### config.mk
export PLATFORM = sky130hd
export DESIGN_NAME = fir_mc_engine_flat
export DESIGN_NICKNAME = d
export VERILOG_FILES = /design/src/rtl/fir_pkg.sv /design/src/rtl/fir_mc_engine_if.sv /design/src/rtl/fir_mc_engine_round_sat.sv /design/src/rtl/fir_mc_engine.sv /design/src/flat_wrapper.sv
export SDC_FILE = /design/constraint.sdc
export NUM_CORES = 1
export LEC_CHECK = 0
export CAP_MARGIN = 20
export CORE_UTILIZATION = 28
export CTS_BUF_LIST = sky130_fd_sc_hd__clkbuf_16
export CTS_CLUSTER_DIAMETER = 40
export DETAILED_ROUTE_END_ITERATION = 6
export SETUP_SLACK_MARGIN = 0.05
export SLEW_MARGIN = 20
export SYNTH_ARGS = -nofsm -noshare
export SYNTH_HDL_FRONTEND = slang
export SYNTH_SLANG_ARGS = --single-unit
### constraint.sdc
create_clock -name clk -period 14.05 [get_ports clk]
set_input_delay 2.81 -clock clk [delete_from_list [all_inputs] [get_ports clk]]
set_output_delay 2.81 -clock clk [all_outputs]
set_load 0.02 [all_outputs]
### src/rtl/fir_pkg.sv
// fir_pkg: shared state type and parameter derivations for the multi-channel FIR engine.
package fir_pkg;
   typedef enum logic [1:0] {IDLE, MAC, OUT} state_t;
   function automatic int clog2(input int n);
      int r = 0;
      while ((1 << r) < n) r++;
      return r;
   endfunction
   function automatic int chw(input int nch);
      return nch > 1 ? clog2(nch) : 1;
   endfunction
   function automatic int acc_w(input int w, input int cw, input int nt);
      return w + cw + clog2(nt);
   endfunction
   // Tap 0 powers up at unity gain, every other tap at zero.
   function automatic int coef_rst(input int tap, input int frac);
      return tap == 0 ? 1 << frac : 0;
   endfunction
endpackage

### src/rtl/fir_mc_engine_if.sv
// fir_axis_if: AXI-Stream sample channel with the channel index carried on tuser.
interface fir_axis_if #(parameter int WIDTH = 16, parameter int CHW = 1);
   logic signed [WIDTH-1:0] tdata;
   logic [CHW-1:0] tuser;
   logic tvalid;
   logic tready;
   modport master(output tdata, output tuser, output tvalid, input tready);
   modport slave(input tdata, input tuser, input tvalid, output tready);
endinterface

### src/rtl/fir_mc_engine_round_sat.sv
// fir_round_sat: round-half-up, shift by FRAC, then saturate (FIR_SAT_EN) or wrap to WIDTH.
module fir_round_sat #(
   parameter int WIDTH = 16,
   parameter int FRAC = 15,
   parameter int ACC_W = 35
)(
   input logic signed [ACC_W-1:0] acc,
   output logic signed [WIDTH-1:0] y
);
   localparam logic signed [ACC_W:0] RND = ((ACC_W + 1)'(1) << FRAC) >> 1;
   logic signed [ACC_W:0] sh;
   // One guard bit so adding the rounding constant can never overflow.
   assign sh = ((ACC_W + 1)'(acc) + RND) >>> FRAC;
`ifdef FIR_SAT_EN
   localparam logic signed [ACC_W:0] MAXV = {{(ACC_W - WIDTH + 2){1'b0}}, {(WIDTH - 1){1'b1}}};
   localparam logic signed [ACC_W:0] MINV = ~MAXV;
   assign y = sh > MAXV ? WIDTH'(MAXV) : sh < MINV ? WIDTH'(MINV) : WIDTH'(sh);
`else
   assign y = WIDTH'(sh);
`endif
endmodule

### src/rtl/fir_mc_engine.sv
// fir_mc_engine: time-multiplexed multi-channel FIR, one shared MAC, runtime-loadable taps.
// Define FIR_SAT_EN to saturate the output instead of wrapping it.
module fir_mc_engine
   import fir_pkg::*;
#(
   parameter int WIDTH = 16,
   parameter int CWIDTH = 16,
   parameter int NTAPS = 8,
   parameter int NCH = 2,
   parameter int FRAC = 15,
   localparam int CHW = chw(NCH),
   localparam int KW = clog2(NTAPS),
   localparam int ACC_W = acc_w(WIDTH, CWIDTH, NTAPS),
   localparam int PW = WIDTH + CWIDTH
)(
   input logic clk,
   input logic reset_n,
   fir_axis_if.slave s_axis,
   fir_axis_if.master m_axis,
   input logic coef_we,
   input logic [KW-1:0] coef_addr,
   input logic signed [CWIDTH-1:0] coef_data,
   output logic coef_ready,
   output logic busy
);
   state_t state, nxt;
   logic [CHW-1:0] ch;
   logic [KW-1:0] k;
   logic signed [ACC_W-1:0] acc;
   logic signed [PW-1:0] prod;
   logic signed [WIDTH-1:0] res;
   logic signed [WIDTH-1:0] x [NCH][NTAPS];
   // One bit wider than the port so the unity gain 1<<FRAC is representable.
   logic signed [CWIDTH:0] c [NTAPS];
   logic take, ch_ok;
   assign ch_ok = int'(s_axis.tuser) < NCH;
   assign take = state == IDLE && s_axis.tvalid;
   assign s_axis.tready = state == IDLE;
   assign coef_ready = state == IDLE;
   assign busy = state != IDLE;
   assign prod = PW'(x[ch][k]) * PW'(c[k]);
   assign m_axis.tvalid = state == OUT;
   assign m_axis.tdata = state == OUT ? res : '0;
   assign m_axis.tuser = state == OUT ? ch : '0;
   fir_round_sat #(.WIDTH(WIDTH), .FRAC(FRAC), .ACC_W(ACC_W)) u_round_sat (.acc(acc), .y(res));
   always_ff @(posedge clk or negedge reset_n)
      if (!reset_n) state <= IDLE;
      else state <= nxt;
   always_comb begin
      nxt = state;
      case (state)
         IDLE: nxt = take && ch_ok ? MAC : IDLE;
         MAC: nxt = k == KW'(NTAPS - 1) ? OUT : MAC;
         OUT: nxt = m_axis.tready ? IDLE : OUT;
         default: nxt = IDLE;
      endcase
   end
   // Samples on an out-of-range channel complete the handshake but are dropped here.
   always_ff @(posedge clk or negedge reset_n)
      if (!reset_n) begin
         ch <= '0;
         k <= '0;
         acc <= '0;
         for (int i = 0; i < NCH; i++)
            for (int j = 0; j < NTAPS; j++) x[i][j] <= '0;
         for (int j = 0; j < NTAPS; j++) c[j] <= (CWIDTH + 1)'(coef_rst(j, FRAC));
      end else begin
         if (coef_ready && coef_we && int'(coef_addr) < NTAPS) c[coef_addr] <= (CWIDTH + 1)'(coef_data);
         if (take && ch_ok) begin
            ch <= s_axis.tuser;
            k <= '0;
            acc <= '0;
            x[s_axis.tuser][0] <= s_axis.tdata;
            for (int j = 1; j < NTAPS; j++) x[s_axis.tuser][j] <= x[s_axis.tuser][j-1];
         end
         if (state == MAC) begin
            acc <= acc + ACC_W'(prod);
            k <= k + KW'(1);
         end
      end
endmodule

### src/flat_wrapper.sv
// flat-port wrapper written by rule: the top's interface ports become plain ports
module fir_mc_engine_flat import fir_pkg::*;
#(
   parameter int WIDTH = 16,
   parameter int CWIDTH = 16,
   parameter int NTAPS = 8,
   parameter int NCH = 2,
   parameter int FRAC = 15,
   localparam int CHW = chw(NCH),
   localparam int KW = clog2(NTAPS),
   localparam int ACC_W = acc_w(WIDTH, CWIDTH, NTAPS),
   localparam int PW = WIDTH + CWIDTH
)
  (clk, reset_n, coef_we, coef_addr, coef_data, coef_ready, busy, s_axis_tdata, s_axis_tuser, s_axis_tvalid, s_axis_tready, m_axis_tdata, m_axis_tuser, m_axis_tvalid, m_axis_tready);
  fir_axis_if #(.WIDTH(WIDTH), .CHW(1)) s_axis_i ();
  fir_axis_if #(.WIDTH(WIDTH), .CHW(1)) m_axis_i ();
  input logic clk;
  input logic reset_n;
  input logic coef_we;
  input logic [KW-1:0] coef_addr;
  input logic signed [CWIDTH-1:0] coef_data;
  output logic coef_ready;
  output logic busy;
  input wire logic [$bits(s_axis_i.tdata)-1:0] s_axis_tdata;
  input wire logic [$bits(s_axis_i.tuser)-1:0] s_axis_tuser;
  input wire logic [$bits(s_axis_i.tvalid)-1:0] s_axis_tvalid;
  output wire logic [$bits(s_axis_i.tready)-1:0] s_axis_tready;
  output wire logic [$bits(m_axis_i.tdata)-1:0] m_axis_tdata;
  output wire logic [$bits(m_axis_i.tuser)-1:0] m_axis_tuser;
  output wire logic [$bits(m_axis_i.tvalid)-1:0] m_axis_tvalid;
  input wire logic [$bits(m_axis_i.tready)-1:0] m_axis_tready;
  assign s_axis_i.tdata = s_axis_tdata;
  assign s_axis_i.tuser = s_axis_tuser;
  assign s_axis_i.tvalid = s_axis_tvalid;
  assign s_axis_tready = s_axis_i.tready;
  assign m_axis_tdata = m_axis_i.tdata;
  assign m_axis_tuser = m_axis_i.tuser;
  assign m_axis_tvalid = m_axis_i.tvalid;
  assign m_axis_i.tready = m_axis_tready;
  fir_mc_engine #(.WIDTH(WIDTH), .CWIDTH(CWIDTH), .NTAPS(NTAPS), .NCH(NCH), .FRAC(FRAC)) u_core (.clk(clk), .reset_n(reset_n), .s_axis(s_axis_i), .m_axis(m_axis_i), .coef_we(coef_we), .coef_addr(coef_addr), .coef_data(coef_data), .coef_ready(coef_ready), .busy(busy));
endmodule
; Word level (Yosys, flattened, before mapping)
; Index checks and enable logic that the tools add are counted.
[word_totals]
ff_bits = 433
in_bits = 41
output_inout_bits = 21
elab_cells = 101
[classes]
n_addsub = 3
multipliers = 1
order_cmp = 6
eq_ne = 3
muxes = 49
bitwise_logic = 4
n_reduce_logical = 7
[op_table]
columns = op, count
row1 = bitwise mux 256 bit, 8
row2 = demux 128 bit (select 1 bit), 8
row3 = 2-to-1 mux 128 bit, 7
row4 = bitwise mux 136 bit, 1
row5 = 2-to-1 mux 112 bit, 1
row6 = 2-to-1 mux 96 bit, 1
row7 = 2-to-1 mux 80 bit, 1
row8 = 2-to-1 mux 35 bit, 2
row9 = 2-to-1 mux 16 bit, 4
row10 = 2-to-1 mux 64 bit, 1
row11 = binary-select mux 17 bit (select 3 bit), 1
row12 = demux 17 bit (select 3 bit), 1
row13 = 2-to-1 mux 17 bit, 3
row14 = binary-select mux 16 bit (select 3 bit), 1
row15 = 2-to-1 mux 48 bit, 1
row16 = adder 35 x 32 -> 35 bit, 1
row17 = multiplier 16 x 17 -> 32 bit, 1
row18 = 2-to-1 mux 32 bit, 1
row19 = "adder 31 x 16 -> 31 bit, second input constant", 1
row20 = ">= comparator 4 bit, second input constant", 2
row21 = inverter 3 -> 4 bit, 2
row22 = 2-to-1 mux 3 bit, 2
row23 = case mux 2 bit (3 select lines), 1
row24 = ">= comparator 2 bit, second input constant", 2
row25 = 12 further kinds, 19

; Longest topological paths before layout
[depth]
depth_word = 13
ltp_mapped = 42
depth_no_buf = 37

; By module
; Synthesis repeated with hierarchy kept, for this count alone.
[unflattened]
hier_cells = 2572
area_unflattened_um2 = 30798.3
[modules_own_cells]
columns = module, instances, cells_each, area_each_um2, seq_area_each_um2
row1 = fir_mc_engine, 1, 2528, 30420.4, 10661.5
row2 = fir_round_sat, 1, 44, 377.9, 0.0

; Worst setup path after synthesis
; No wires, ideal clock.
[synth_timing]
path_kind = flip-flop to flip-flop
start = register u_core.k[0]
end = register u_core.acc[25]
arrival_ns = 9.165
required_time_ns = 13.920
path_slack_ns = 4.755
path_stages_with_launch = 39
n_path_buf = 5
path_cell_list = dfrtp_1 buf_2 buf_2 buf_2 buf_1 mux4_2 mux2_2 o21ai_1 clkbuf_1 nor2_1 fa_1 inv_1 fa_1 fa_1 inv_1 fa_1 fa_1 inv_1 [... 3 more ...] a2111oi_0 o211ai_1 a21oi_1 nor2_1 a21oi_1 o21bai_1 a21oi_1 xnor2_1 ha_1 a21o_1 a21o_1 a21o_1 a21o_1 a21oi_1 o221ai_1 a21oi_1 xor2_1 o21ai_1
[synth_between]
elab_chain_len = 7
[synth_rtl]
columns = item, line
row1 = "start, declared", fir_mc_engine.sv:28  ; logic [KW-1:0] k;
row2 = "start signal, assigned", fir_mc_engine.sv:78  ; k <= k + KW'(1);
row3 = inverter 3 -> 4 bit (implied by the code) (*), fir_mc_engine.sv:41  ; assign prod = PW'(x[ch][k]) * PW'(c[k]);
row4 = binary-select mux 16 bit (select 3 bit) or binary-select mux 17 bit (select 3 bit) (tied branches), fir_mc_engine.sv:41
row5 = 2-to-1 mux 16 bit (implied by the code) or 2-to-1 mux 17 bit (tied branches) (2 in series), fir_mc_engine.sv:41
row6 = multiplier 16 x 17 -> 32 bit (*), fir_mc_engine.sv:41
row7 = adder 35 x 32 -> 35 bit (*), fir_mc_engine.sv:77  ; acc <= acc + ACC_W'(prod);
row8 = 2-to-1 mux 35 bit (*), fir_mc_engine.sv:76  ; if (state == MAC) begin
row9 = "end signal, assigned", fir_mc_engine.sv:77
row10 = "end, declared", fir_mc_engine.sv:29  ; logic signed [ACC_W-1:0] acc;
; Every way passes the cells marked *; elsewhere a longest branch is shown, timed or not. The select of a mux whose other input is x is not followed.
; A chain may end at the register's enable or synchronous reset.

; Final worst setup path
; Ends and elaborated chain as after synthesis.

==> summary.txt <==
Detailed routing
  – Via density: 4.730
  – Routed WL per cell: 17.13 microns
  – Routed vias: 19120
  – Final wirelength: 69260 microns
  – Post-DRT Antenna Nets: 0
  – Iteration-0 DRC Markers: 1049
  – Drt pass-1 iters: 5
  – DRC Markers: 0

Flow run
  – Max Cap Viol: 0

CTS
  – Clock latency at the later pin of the worst-skew pair: 630 ps
  – H-tree depth: 3
  – CTS tree: done
  – CTS resizes: 0
  – Max Root-Sink Buffers: 3
  – Hold_buf cts: 0
  – CTS Buf Count: 76
  – CTS sink cnt: 422
  – Clock Root Buffer: clkbuf_16
  – Clock transition at path regs: 40 ps
  – Post-CTS setup buffer count: 0

Synth
  – Asr flop ratio synth: 100.0%
  – YS warnings: 0
  – Syn_area_per_cell: 12.00 sq um
  – Post-synth cell types: 65
  – Number of enable flip-flop cells after synthesis: 0
  – Yosys top cell area share: 34.83%
  – Synth area leader: dfrtp_1
  – Most used flip-flop cell after synthesis: dfrtp_1
  – FF+latch count, synth: 422
  – Post-synthesis cell count: 2521
  – Top area cells in the synthesized netlist: dfrtp_1, fa_1, mux2_2
  – Mapped Nets: 2940
  – Register area share after synthesis: 34.92%
  – Mapped cell area: 30240 sq um

Floorplan
  – CORE AREA: 107100 sq um
  – Row Count: 120
  – Initial core utilization: 28.25%
  – IO Count: 62
  – Die height: 330.7 microns
  – Die footprint: 109300 sq um
  – Die width: 330.7 microns

Worst setup path
  – Setup CP Type: flip-flop to flip-flop
  – CP Data Required Time: 14530 ps
  – Worst path max stage delay: 890 ps
  – Bufs and invs on worst path: 4
  – WP data arrival: 11020 ps
  – Worst Setup End Kind: flip-flop
  – CP Launch Type: flip-flop
  – Family with the most delay on the worst path: adder cells
  – WP depth: 32
  – Path depth of the worst reg2reg path: 32
  – Critical path's most frequent cell: fa_1
  – CP Max Fanout: 67
  – Critical-path top delay cell: buf_4

STA
  – Max Clk Rate: 0.09487 GHz
  – Setup Skew: 25.22 ps
  – Final Max Tran Viols: 0
  – Final Critical Period: 10540 ps
  – Worst slew pin tran: 1173 ps
  – Final period util: 75.03%
  – Slew HR: 19.54%
  – Final hold vios: 0
  – RSZ-0062 raised after global routing: false
  – # setup viols final: 0
  – Setup TNS: 0 ps

Placement
  – Port bufs: 61
  – Gpl congestion: 0.8278
  – DP Wirelength: 48370 microns

Status
  – Status: finished, final reports clean

Cells and area
  – Nets: 2997
  – Filler cells: 10660
  – Most common cell after layout, fill and taps aside: dfrtp_1
  – Share of layout cells above drive strength 1: 25.09%
  – Synth-to-Final Area Change: 15.51%
  – Most frequent cells in the layout: dfrtp_1, mux2_2, inv_1

GRT
  – Initial antenna violation count: 5
  – Pin count of the biggest net entering global routing: 181
  – Vias in the first global route: 20470
  – Grt total ovfl: 0
  – Overall Global Routing Usage: 13.09%
  – First-pass GRT wire length: 113700 microns

Min path
  – HP Class: flip-flop to flip-flop
  – Hold Path Depth: 2
cells by family (layout without fill, tap and decap cells):
kind of cell | after synthesis | after routing | share of synthesized area (%)
compound gates | 205 | 205 | 4.514
xor+xnor | 71 | 71 | 2.081
fa+ha+maj | 378 | 378 | 22.17
buf+inv | 447 | 564 | 5.668
flops | 422 | 422 | 34.92
mux | 524 | 524 | 23.33
other cells | 0 | 2 | 0
simple gates | 474 | 474 | 7.318
worst register-to-register path: cells and delay by family, from the launching register on:
family,cells,cell delay [ps]
adders and majority gates,8,3660
and+or+nand+nor,2,270
AOI/OAI and AO/OA,14,2990
xor gates and xnor gates,2,370
DFF,1,870
buffers and inverters,4,1070
muxes,2,1200
state kept, by name, indices dropped and copies added (netlist names):
signal and count:
u_core.acc 31, u_core.c 129, u_core.state 2, u_core.k 3
u_core.ch 1, u_core.x 256
per-stage QoR:
step / util [%] / setup slack, ps / cells / hold WS, ps / area [sq um]
6_report: 32.63 / 3509 / 4043 / 484.7 / 34940
3_3_place_gp: 30.28 / 3544 / 3903 / 468.3 / 32410
4_1_cts: 32.63 / 3388 / 4041 / 489.4 / 34930
2_1_floorplan: - / 4755 / 2521 / 452.6 / 30240
3_5_place_dp: 30.28 / 3416 / 3903 / 480.4 / 32410
5_1_grt: 32.63 / 2687 / 4042 / 504.2 / 34930
Yosys cell counts (35+ instances only):
master and n:
nand2b_1 35, nor2b_1 42, clkbuf_1 79, nand2_1 177
inv_1 342, mux4_2 102, dfrtp_1 421, nor2_1 116
o21ai_0 37, fa_1 263, ha_1 115, xnor2_1 43
a21oi_1 44, mux2_2 402
cell type report:
type                       count  area [sq um]  share of cell area [%]
tap                         1403          1755                   5.025
clock buffer                  76          1902                   5.444
antenna                        2         5.005                 0.01433
timing repair buffer          84         813.3                   2.328
multi-input combinational   1652         17990                   51.49
clock inverter                62         618.1                   1.769
inverter                     342          1284                   3.675
sequential                   422         10570                   30.26
final timing paths:
path	from	slack, ps	to
min in group asynchronous	reset_n	2160	u_core.x[94]$_DFFE_PN0P_
min reg2reg	u_core.acc[11]$_DFFE_PN0P_	480	u_core.acc[11]$_DFFE_PN0P_
max in group asynchronous	reset_n	9590	u_core.k[0]$_DFFE_PN0P_
min	u_core.acc[11]$_DFFE_PN0P_	480	u_core.acc[11]$_DFFE_PN0P_
max reg2reg	u_core.k[0]$_DFFE_PN0P_	3510	u_core.acc[25]$_DFFE_PN0P_
max	u_core.k[0]$_DFFE_PN0P_	3510	u_core.acc[25]$_DFFE_PN0P_
routing by layer:
metal / up-vias / GRT usage [%] / wire length [microns]
met3: 130 / 2.138 / 2811
met5: - / 0 / 15
li1: 8613 / - / -
met4: 2 / 4.718 / 2221
met1: 10020 / 17.12 / 31060
met2: 354 / 21.80 / 33150
Power is not shown: default switching activity piles up to over one toggle a cycle in this logic, so the estimate is an artifact.
